File: src/rtl/fir_mac_sequencer.sv
// fir_mac_sequencer
// Scheduler for a time-multiplexed FIR tap engine: one coefficient ROM, one
// circular sample delay-line RAM and a single multiply-accumulator. For each
// accepted input sample it writes the sample into the delay line, walks TAPS
// (sample, coefficient) address pairs one per clock, and drives the MAC
// control lines delayed to match the memory read latency.
//
// Ports:
//   clk, reset          clock; synchronous active-high reset
//   in_strobe           new sample on the datapath write-data bus this cycle
//   samp_we             delay-line RAM write enable
//   samp_wr_addr        delay-line write address
//   samp_rd_addr        delay-line read address
//   coef_addr           coefficient ROM address
//   mac_en              MAC consumes a product this cycle
//   mac_clr             with mac_en: load instead of accumulate (first tap)
//   mac_last            with mac_en: final tap of the current result
//   out_strobe          accumulator holds a complete result (one-cycle pulse)
//   busy                a sample is being processed (WRITE through DONE)
//   overrun             one-cycle pulse, the cycle after a dropped in_strobe
//   dbg_state           current FSM state, for observation only
//
// Handshake: in_strobe is a single-cycle strobe with no backpressure. It is
// accepted only when the FSM is IDLE (busy = 0); a strobe in any other cycle,
// including DONE, is discarded and reported by overrun on the next cycle.
// All outputs are registers.
module fir_mac_sequencer #(
    parameter int TAPS       = 256,
    parameter int ADDR_WIDTH = 8,
    parameter int RD_LATENCY = 2
) (
    input  logic                  clk,
    input  logic                  reset,
    input  logic                  in_strobe,
    output logic                  samp_we,
    output logic [ADDR_WIDTH-1:0] samp_wr_addr,
    output logic [ADDR_WIDTH-1:0] samp_rd_addr,
    output logic [ADDR_WIDTH-1:0] coef_addr,
    output logic                  mac_en,
    output logic                  mac_clr,
    output logic                  mac_last,
    output logic                  out_strobe,
    output logic                  busy,
    output logic                  overrun,
    output logic [2:0]            dbg_state
);

    typedef enum logic [2:0] {
        IDLE  = 3'd0,
        WRITE = 3'd1,
        RUN   = 3'd2,
        DRAIN = 3'd3,
        DONE  = 3'd4
    } state_t;

    localparam logic [ADDR_WIDTH-1:0] LAST_TAP   = ADDR_WIDTH'(TAPS - 1);
    localparam logic [2:0]            DRAIN_LAST = 3'(RD_LATENCY - 1);

    state_t                state;
    logic [ADDR_WIDTH-1:0] wr_ptr;
    logic [ADDR_WIDTH-1:0] k;
    logic [2:0]            drain_cnt;

    // Tag issued together with each address pair; it then travels through a
    // RD_LATENCY-deep shift register so it reaches the MAC with the data.
    logic                  issue_v;
    logic                  issue_first;
    logic                  issue_last;
    logic [RD_LATENCY-1:0] pipe_v;
    logic [RD_LATENCY-1:0] pipe_first;
    logic [RD_LATENCY-1:0] pipe_last;

    always_ff @(posedge clk) begin
        if (reset) begin
            state        <= IDLE;
            wr_ptr       <= '0;
            k            <= '0;
            drain_cnt    <= '0;
            samp_we      <= 1'b0;
            samp_wr_addr <= '0;
            samp_rd_addr <= '0;
            coef_addr    <= '0;
            out_strobe   <= 1'b0;
            busy         <= 1'b0;
            overrun      <= 1'b0;
            issue_v      <= 1'b0;
            issue_first  <= 1'b0;
            issue_last   <= 1'b0;
            pipe_v       <= '0;
            pipe_first   <= '0;
            pipe_last    <= '0;
        end else begin
            // Any strobe outside IDLE is a drop; it never touches the FSM.
            overrun <= in_strobe && (state != IDLE);

            pipe_v[0]     <= issue_v;
            pipe_first[0] <= issue_first;
            pipe_last[0]  <= issue_last;
            for (int i = 1; i < RD_LATENCY; i++) begin
                pipe_v[i]     <= pipe_v[i-1];
                pipe_first[i] <= pipe_first[i-1];
                pipe_last[i]  <= pipe_last[i-1];
            end

            case (state)
                IDLE: begin
                    if (in_strobe) begin
                        state        <= WRITE;
                        samp_we      <= 1'b1;
                        samp_wr_addr <= wr_ptr;
                        busy         <= 1'b1;
                    end
                end
                WRITE: begin
                    // The sample was written this cycle, so the k = 0 read
                    // of the same location issued next cycle sees it.
                    state        <= RUN;
                    samp_we      <= 1'b0;
                    k            <= '0;
                    coef_addr    <= '0;
                    samp_rd_addr <= wr_ptr;
                    issue_v      <= 1'b1;
                    issue_first  <= 1'b1;
                    issue_last   <= 1'b0;
                end
                RUN: begin
                    if (k == LAST_TAP) begin
                        state       <= DRAIN;
                        drain_cnt   <= '0;
                        issue_v     <= 1'b0;
                        issue_first <= 1'b0;
                        issue_last  <= 1'b0;
                    end else begin
                        k           <= k + 1'b1;
                        coef_addr   <= k + 1'b1;
                        // Explicit wrap keeps addresses inside 0..TAPS-1 for
                        // tap counts that are not a power of two.
                        samp_rd_addr <= (samp_rd_addr == '0) ? LAST_TAP
                                                             : samp_rd_addr - 1'b1;
                        issue_v     <= 1'b1;
                        issue_first <= 1'b0;
                        issue_last  <= ((k + 1'b1) == LAST_TAP);
                    end
                end
                DRAIN: begin
                    if (drain_cnt == DRAIN_LAST) begin
                        state      <= DONE;
                        out_strobe <= 1'b1;
                    end else begin
                        drain_cnt <= drain_cnt + 1'b1;
                    end
                end
                DONE: begin
                    state      <= IDLE;
                    out_strobe <= 1'b0;
                    busy       <= 1'b0;
                    wr_ptr     <= (wr_ptr == LAST_TAP) ? '0 : wr_ptr + 1'b1;
                end
                default: state <= IDLE;
            endcase
        end
    end

    assign mac_en    = pipe_v[RD_LATENCY-1];
    assign mac_clr   = pipe_first[RD_LATENCY-1];
    assign mac_last  = pipe_last[RD_LATENCY-1];
    assign dbg_state = state;

endmodule
File: config.mk
export PLATFORM = sky130hd
export DESIGN_NAME = fir_mac_sequencer
export DESIGN_NICKNAME = d
export VERILOG_FILES = /design/src/rtl/fir_mac_sequencer.sv
export SDC_FILE = /design/constraint.sdc
export NUM_CORES = 1
export LEC_CHECK = 0
export CAP_MARGIN = 30
export CELL_PAD_IN_SITES_DETAIL_PLACEMENT = 0
export CELL_PAD_IN_SITES_GLOBAL_PLACEMENT = 1
export CORE_MARGIN = 2
export CORE_UTILIZATION = 36
export CTS_CLUSTER_DIAMETER = 60
export CTS_CLUSTER_SIZE = 10
export DETAILED_ROUTE_END_ITERATION = 10
export PLACE_DENSITY = 0.74
export SYNTH_ARGS = -nofsm -noshare
export SYNTH_HDL_FRONTEND = slang
export SYNTH_SLANG_ARGS = --single-unit
File: constraint.sdc
create_clock -name clk -period 1.8 [get_ports clk]
set_input_delay 0.36 -clock clk [delete_from_list [all_inputs] [get_ports clk]]
set_output_delay 0.36 -clock clk [all_outputs]
set_load 0.005 [all_outputs]
==> results of run 1 <==
==> synthesized netlist by cell type (all sizes together) (2+ instances only) <==
cell type	number	area [um2]
inv	6	22.5
nor3	6	30.0
nor3b	3	27.5
nand2	38	143
and2	3	18.8
or3	5	31.3
nand2b	8	50.1
o2bb2ai	2	17.5
a21oi	27	139
nor2b	7	43.8
a211oi	7	77.6
nor2	35	134
a21boi	2	15.0
buf	11	53.8
o21ai	10	50.1
and3	2	12.5
clkbuf	7	27.5
a31oi	3	18.8
a311oi	6	52.6
dfxtp	51	1020
ha	7	87.6
xor2	6	52.6
nand3	8	40.0
nand4	6	37.5
mux2i	5	50.1
xnor2	2	17.5
==> kinds of logic after synthesis <==
logic type | Yosys count | synth area share (%)
XOR/XNOR | 8 | 2.92
adder cells (fa/ha/maj) | 7 | 3.65
AO/OA/AOI/OAI | 66 | 18.7
buffers and inverters | 24 | 4.33
AND/OR/NAND/NOR | 125 | 25.3
multiplexers | 6 | 2.55
flip-flops | 51 | 42.5
==> metal layers <==
| layer | vias up | global-route usage [%] |
|---|---|---|
| met4 | 0 | 4.91 |
| li1 | 1092 | - |
| met2 | 37 | 25.4 |
| met5 | - | 0 |
| met3 | 5 | 3.08 |
| met1 | 977 | 20.9 |
==> flip-flops by register name (all words and copies together) (netlist names) <==
register / cells
drain_cnt: 3
samp_wr_addr: 8
k: 8
out_strobe: 1
samp_rd_addr: 8
overrun: 1
issue_v: 1
busy: 1
wr_ptr: 8
pipe_v: 2
pipe_last: 2
dbg_state: 3
samp_we: 1
issue_last: 1
pipe_first: 2
issue_first: 1
==> worst paths after layout <==
check | endpoint | slack [ns] | cells past startpoint
worst max-delay path | dbg_state[1] | 0.08 | 2
worst min-delay path | issue_last$_SDFFE_PP0P_ | 0.39 | 3
worst max register to register | issue_last$_SDFFE_PP0P_ | 0.11 | 5
worst min register to register | pipe_first[1]$_SDFF_PP0_ | 0.44 | 1
==> what timing repair did <==
action	CTS	global route
setup endpoints to repair	2	3
resized for setup	2	4
hold endpoints to repair	0	0
==> worst max-delay path: stages (launching register included) <==
cell,delay [ns]
dfxtp_2,0.38
buf_4,0.17
clkdlybuf4s50_1,0.51
==> metrics by stage <==
| step | util, % | cells |
|---|---|---|
| 2_1_floorplan | - | 287 |
| 3_3_place_gp | 46.4 | 404 |
| 3_5_place_dp | 46.4 | 404 |
| 4_1_cts | 47.7 | 410 |
| 5_1_grt | 48.0 | 410 |
| 6_report | 48.0 | 410 |
==> power by group through the flow <==
stage	Sequential [mW]	Combinational, mW	Clock [mW]
after floorplan	1.36	0.723	0
after global placement	1.36	1.19	0
after detailed placement	1.36	1.20	0
after CTS	1.34	1.21	0.658
after global routing	1.36	1.33	0.715
final	1.34	1.21	0.634
==> cell type report <==
class / count / area share [%]
Clock buffer: 5 / 2.25
Clock inverter: 1 / 0.245
Inverter: 6 / 0.735
Multi-Input combinational cell: 212 / 42.2
Sequential cell: 51 / 33.5
Tap cell: 77 / 3.15
Timing Repair Buffer: 58 / 17.9
==> out/results.ini, run 1 <==
[floorplanning]
dieArea_um2=7340
initial_core_util_pct=37.6
rows=29
die_h_um=85.6
coreArea_um2=6390
io_pins=37
die_width_um=85.6

[status]
status=completed

[route]
dr_wl_met3_um=170
met2_length_um=2520
wl_um=5530
wire_per_inst_um=13.5
wl_met1_um=2770
dr.pass1.iters=5
via_per_inst=5.15
drt-initial-drc-count=91
vias=2111
drc=0
highest-signal-layer=met4
ant_nets=0

[global_route]
grt_pass1_wl_um=9290
grt_pass1_vias=2016
grt_usage_pct=15.6
grt_max_degree=48
grt_antenna_before_repair=0
overflow=0

[pwr]
p_sw_share_pct=34.1
leakage_nw=1.09
intPower_mw=2.10
power_frac_seq_pct=42.0
switchingPower_mw=1.09
total_power_mw=3.19
irDropWorstVdd_mv=0.463
power_density_nw_per_um2=1040
comb_power_share_pct=38.1
pwr-share-clk_pct=19.9

[placement]
place_worst_setup_slack_ns=0.0817
dpl.hpwl_um=3840
port_buffers=36
place_area_um2=2970
finalWeightedCongestion=0.826

[layout]
drive_above_1_share_pct=13.8
area_growth_pct=27.6
stdcell_area_um2=3060
multi_input_area_um2=1290
final_nets=344
ff_latch_area_um2=1030
diodes=0
nFillCells=638
layout.cells.most_common_list=49 x dfxtp_1, 38 x nand2_1, 35 x clkdlybuf4s50_1
final_common_cell=dfxtp_1

[timing]
relSlewSlack_pct=74.8
setup_slack_ns=0.0840
layout_min_cycle_time_ns=1.72
rsz0062_at_grt=yes
hold_violations=0
timing.fmax_mhz=583
setup_viol=0
final_max_slew_viol_count=0
timing.final.crit_share_pct=95.3
timing.setup.tns_ns=0
final.setup_skew_ns=0.00761
tightest_slew_ns=0.377
hold_slack_ns=0.392

[min_path]
min_from=reset
hold_class=in2reg

[clocking]
clockBufferDepth=2
tritoncts=built
postCtsHoldBufs=0
clk_pin_slew_ns=0.09
numCtsBuffers=5
post_cts_buffers=0
clock-sinks=51
htree_num_levels=2
clockRootBuffer=clkbuf_8
clk_latency_ns=0.30

[worst_setup_path]
cp-start-kind=register
setup.worst_path.start=dbg_state[1]$_SDFFE_PP0P_
endpoint_kind=primary output
critPathMaxFanout=8
reg2reg_from=k[0]$_SDFFE_PP0P_
crit_type=reg2out
cp.required_ns=1.44
cp.arrival_ns=1.36

[yosys]
yosysWarnings=0
netlist_area_um2=2400
synth_fp_nets=297
ys_seq_area_share_pct=42.5
synth-edff-count=0
ys_types=48
synthFlopType=dfxtp_1
synthArstFlopShare_pct=0
syn_area_per_cell_um2=8.36
synthCells=287
synth_seq_cells=51

[run]
cap_violations=0

No activity file was read; power rests on OpenSTA's default activity.
==> inputs of run 2 (changes only) <==
REMOVE_ABC_BUFFERS = 1   (was unset)
==> out/results.ini, run 2 (synthesized netlist as in run 1, its figures left out) <==
[status]
status=completed

[pwr]
comb_power_share_pct=38.4
power_frac_seq_pct=41.8
p_sw_share_pct=33.6
switchingPower_mw=1.08
leakage_nw=1.10
intPower_mw=2.13
power_density_nw_per_um2=1040
pwr-share-clk_pct=19.9
total_power_mw=3.21
irDropWorstVdd_mv=0.602

[min_path]
hold_class=reg2reg
min_to=pipe_first[1]$_SDFF_PP0_
hold_path_depth=1
min_from=pipe_first[0]$_SDFF_PP0_

[route]
vias=2147
wire_per_inst_um=13.1
via_per_inst=5.17
wl_um=5420
dr.pass1.iters=4
drt-initial-drc-count=68
drc=0
ant_nets=0

[clocking]
htree_num_levels=2
numCtsBuffers=5
clock-sinks=51
tritoncts=built
clockRootBuffer=clkbuf_8
post_cts_buffers=0
clockBufferDepth=2
clk_pin_slew_ns=0.09
clk_latency_ns=0.29

[worst_setup_path]
cp-start-kind=register
crit-reg2reg-capture=samp_rd_addr[2]$_SDFFE_PP0P_
reg2reg_slack_ns=0.10
r2r_cells=5
cp.required_ns=1.44
crit_type=reg2out
cp.arrival_ns=1.40
endpoint_kind=primary output
critPathMaxFanout=5
reg2reg_from=samp_rd_addr[3]$_SDFFE_PP0P_

[placement]
finalWeightedCongestion=0.780
dpl.hpwl_um=4000
port_buffers=36
place_area_um2=2980

[layout]
stdcell_area_um2=3090
area_growth_pct=28.8
layout.cells.most_common_list=48 x dfxtp_1, 38 x nand2_1, 36 x clkdlybuf4s50_1
diodes=0
final_common_cell=dfxtp_1
final_nets=347
nFillCells=648
drive_above_1_share_pct=15.1

[timing]
timing.final.crit_share_pct=97.6
hold_violations=0
final_max_slew_viol_count=0
timing.fmax_mhz=569
relSlewSlack_pct=72.9
hold_slack_ns=0.450
layout_min_cycle_time_ns=1.76
setup_viol=0
tightest_slew_ns=0.406
final.setup_skew_ns=0.00752
rsz0062_at_grt=yes

[global_route]
overflow=0
grt_antenna_before_repair=0
grt_max_degree=23
grt_pass1_wl_um=9430
grt_usage_pct=15.4
grt_pass1_vias=2113

[floorplanning]
initial_core_util_pct=37.6
dieArea_um2=7340
coreArea_um2=6390
io_pins=37
die_h_um=85.6
rows=29
die_width_um=85.6

[run]
cap_violations=0

-- run 2: stage by stage --
stage	cells	utilization [%]	worst slack, ns	setup TNS, ns
6_report	415	48.4	0.0426	0
5_1_grt	415	48.4	-0.0171	-0.0171
4_1_cts	415	48.0	0.0132	0
3_5_place_dp	407	46.7	0.0399	0
3_3_place_gp	407	46.7	0.0822	0
2_1_floorplan	269	-	-0.745	-10.88
-- run 2: area by class of cell --
cell class                      instances  area [um2]  share of cell area (%)
Tap cell                               77        96.3                    3.12
Timing Repair Buffer                   61         561                    18.1
Sequential cell                        51        1030                    33.2
Clock buffer                            6        72.6                    2.35
Inverter                                6        22.5                   0.729
Clock inverter                          2        12.5                   0.405
Multi-Input combinational cell        212        1300                    42.0
-- run 2: layer usage --
metal	up-vias	track usage, %	routed length, um
li1	1100	-	-
met1	1003	19.7	2640
met2	40	26.3	2540
met3	4	3.08	169
met4	0	4.62	68
met5	-	0	0
-- run 2: worst max-delay path, stage by stage (launching register included) --
cell             delay (ns)
dfxtp_1                0.45
buf_4                  0.17
clkdlybuf4s50_1        0.49
-- run 2: how the worst max path moves through the flow --
stage | from | to | slack (ns) | cells past startpoint
after global routing | k[3]$_SDFFE_PP0P_ | coef_addr[3] | -0.02 | 2
after detailed placement | reset | issue_last$_SDFFE_PP0P_ | 0.04 | 3
final | k[3]$_SDFFE_PP0P_ | coef_addr[3] | 0.04 | 2
after global placement | reset | issue_last$_SDFFE_PP0P_ | 0.08 | 3
after CTS | dbg_state[1]$_SDFFE_PP0P_ | dbg_state[1] | 0.01 | 2
after floorplan | dbg_state[1]$_SDFFE_PP0P_ | samp_rd_addr[2]$_SDFFE_PP0P_ | -0.74 | 5
-- run 2: repair_timing --
action | CTS | global route
pin swaps | 0 | 0
gates resized for setup | 1 | 7
hold buffers | 0 | 0
setup endpoints to repair | 1 | 8
-- run 2: power by group through the flow --
stage               registers [mW]  clock network [mW]  logic, mW
finish                        1.34               0.638       1.23
global placement              1.36                   0       1.20
global route                  1.37               0.721       1.37
CTS                           1.34               0.672       1.21
detailed placement            1.36                   0       1.20
floorplan                     1.40                   0      0.630
==> inputs of run 3 (changes only) <==
PLACE_DENSITY = 0.77   (was 0.74)
==> out/results.ini, run 3 (synthesized netlist as in run 1, its figures left out) <==
[layout]
final_nets=346
area_growth_pct=30.8
drive_above_1_share_pct=15.7
fin_util_pct=49.1
layout.cells.most_common_list=48 x dfxtp_1, 38 x nand2_1, 36 x clkdlybuf4s50_1
final_cells=414
diodes=0
final_common_cell=dfxtp_1
stdcell_area_um2=3140

[timing]
hold_slack_ns=0.448
timing.setup.tns_ns=0
final.setup_skew_ns=0.0106
relSlewSlack_pct=75.6
rsz0062_at_grt=no
tightest_slew_ns=0.364
setup_slack_ns=0.0714
hold_violations=0
final_max_slew_viol_count=0
timing.fmax_mhz=578
setup_viol=0
timing.final.crit_share_pct=96.0
layout_min_cycle_time_ns=1.73

[run]
cap_violations=0

[clocking]
clock-sinks=51
numCtsBuffers=5
clockRootBuffer=clkbuf_8
clockBufferDepth=2
post_cts_buffers=0
clk_pin_slew_ns=0.09
htree_num_levels=2
tritoncts=built
clk_latency_ns=0.30

[placement]
place_worst_setup_slack_ns=0.0194
dpl.hpwl_um=3930
place_area_um2=2960
port_buffers=36
dp_cells=406
finalWeightedCongestion=0.773

[pwr]
pwr-share-clk_pct=27.1
leakage_nw=1.12
intPower_mw=2.40
power_density_nw_per_um2=1110
irDropWorstVdd_mv=0.631
total_power_mw=3.49
comb_power_share_pct=34.6
switchingPower_mw=1.09
power_frac_seq_pct=38.4
p_sw_share_pct=31.2

[worst_setup_path]
reg2reg_from=samp_rd_addr[3]$_SDFFE_PP0P_
cp.required_ns=1.44
r2r_cells=5
endpoint_kind=primary output
cp.arrival_ns=1.37
crit-reg2reg-capture=samp_rd_addr[2]$_SDFFE_PP0P_
critPathMaxFanout=5
crit_type=reg2out
cp-start-kind=register
reg2reg_slack_ns=0.15

[route]
vias=2109
drc=0
dr.pass1.iters=4
wire_per_inst_um=13.0
wl_um=5370
via_per_inst=5.09
drt-initial-drc-count=85
ant_nets=0

[global_route]
grt_pass1_wl_um=9260
grt_usage_pct=15.4
grt_antenna_before_repair=0
grt_pass1_vias=1987
overflow=0
grt_max_degree=24

[floorplanning]
die_width_um=85.6
io_pins=37
dieArea_um2=7340
rows=29
coreArea_um2=6390
initial_core_util_pct=37.6
die_h_um=85.6

[status]
status=completed

[min_path]
min_to=pipe_first[1]$_SDFF_PP0_
min_from=pipe_first[0]$_SDFF_PP0_
hold_class=reg2reg
hold_path_depth=1

run 3: worst max-delay path, cell delays in order, from the launching register on:
cell	delay, ns
dfxtp_1	0.42
buf_4	0.17
clkdlybuf4s50_1	0.49
run 3: how the worst max path moves through the flow:
stage	depth (start not counted)	endpoint	slack (ns)	start
2_1_floorplan	5	samp_rd_addr[2]$_SDFFE_PP0P_	-0.74	dbg_state[1]$_SDFFE_PP0P_
3_3_place_gp	3	issue_last$_SDFFE_PP0P_	0.08	reset
3_5_place_dp	3	issue_last$_SDFFE_PP0P_	0.02	reset
4_1_cts	2	dbg_state[0]	0.003	dbg_state[0]$_SDFFE_PP0P_
5_1_grt	2	dbg_state[0]	0.002	dbg_state[0]$_SDFFE_PP0P_
6_report	2	coef_addr[3]	0.07	k[3]$_SDFFE_PP0P_
run 3: final cells by class:
cell class,instances,area (um2)
Clock buffer,5,68.8
Clock inverter,3,67.6
Fill cell,633,3250
Inverter,6,22.5
Multi-Input combinational cell,212,1310
Sequential cell,51,1030
Tap cell,77,96.3
Timing Repair Buffer,60,544
run 3: what timing repair did:
item,4_1_cts,5_1_grt
hold buffers,0,0
resized for setup,2,10
pin swaps,0,1
setup endpoints to repair,2,17
run 3: metal layers:
| layer | wire length, um | GRT usage [%] | part of all wire [%] |
|---|---|---|---|
| met2 | 2540 | 25.2 | 47 |
| met4 | 25 | 3.46 | 0.47 |
| met1 | 2680 | 20.9 | 50 |
| met5 | 0 | 0 | 0 |
| met3 | 126 | 3.18 | 2.3 |
run 3: power by group through the flow:
stage	Combinational, mW	Sequential (mW)	Clock, mW
final	1.21	1.34	0.943
after detailed placement	1.18	1.36	0
after global placement	1.17	1.36	0
after floorplan	0.630	1.40	0
after global routing	1.35	1.36	1.01
after CTS	1.19	1.34	0.972
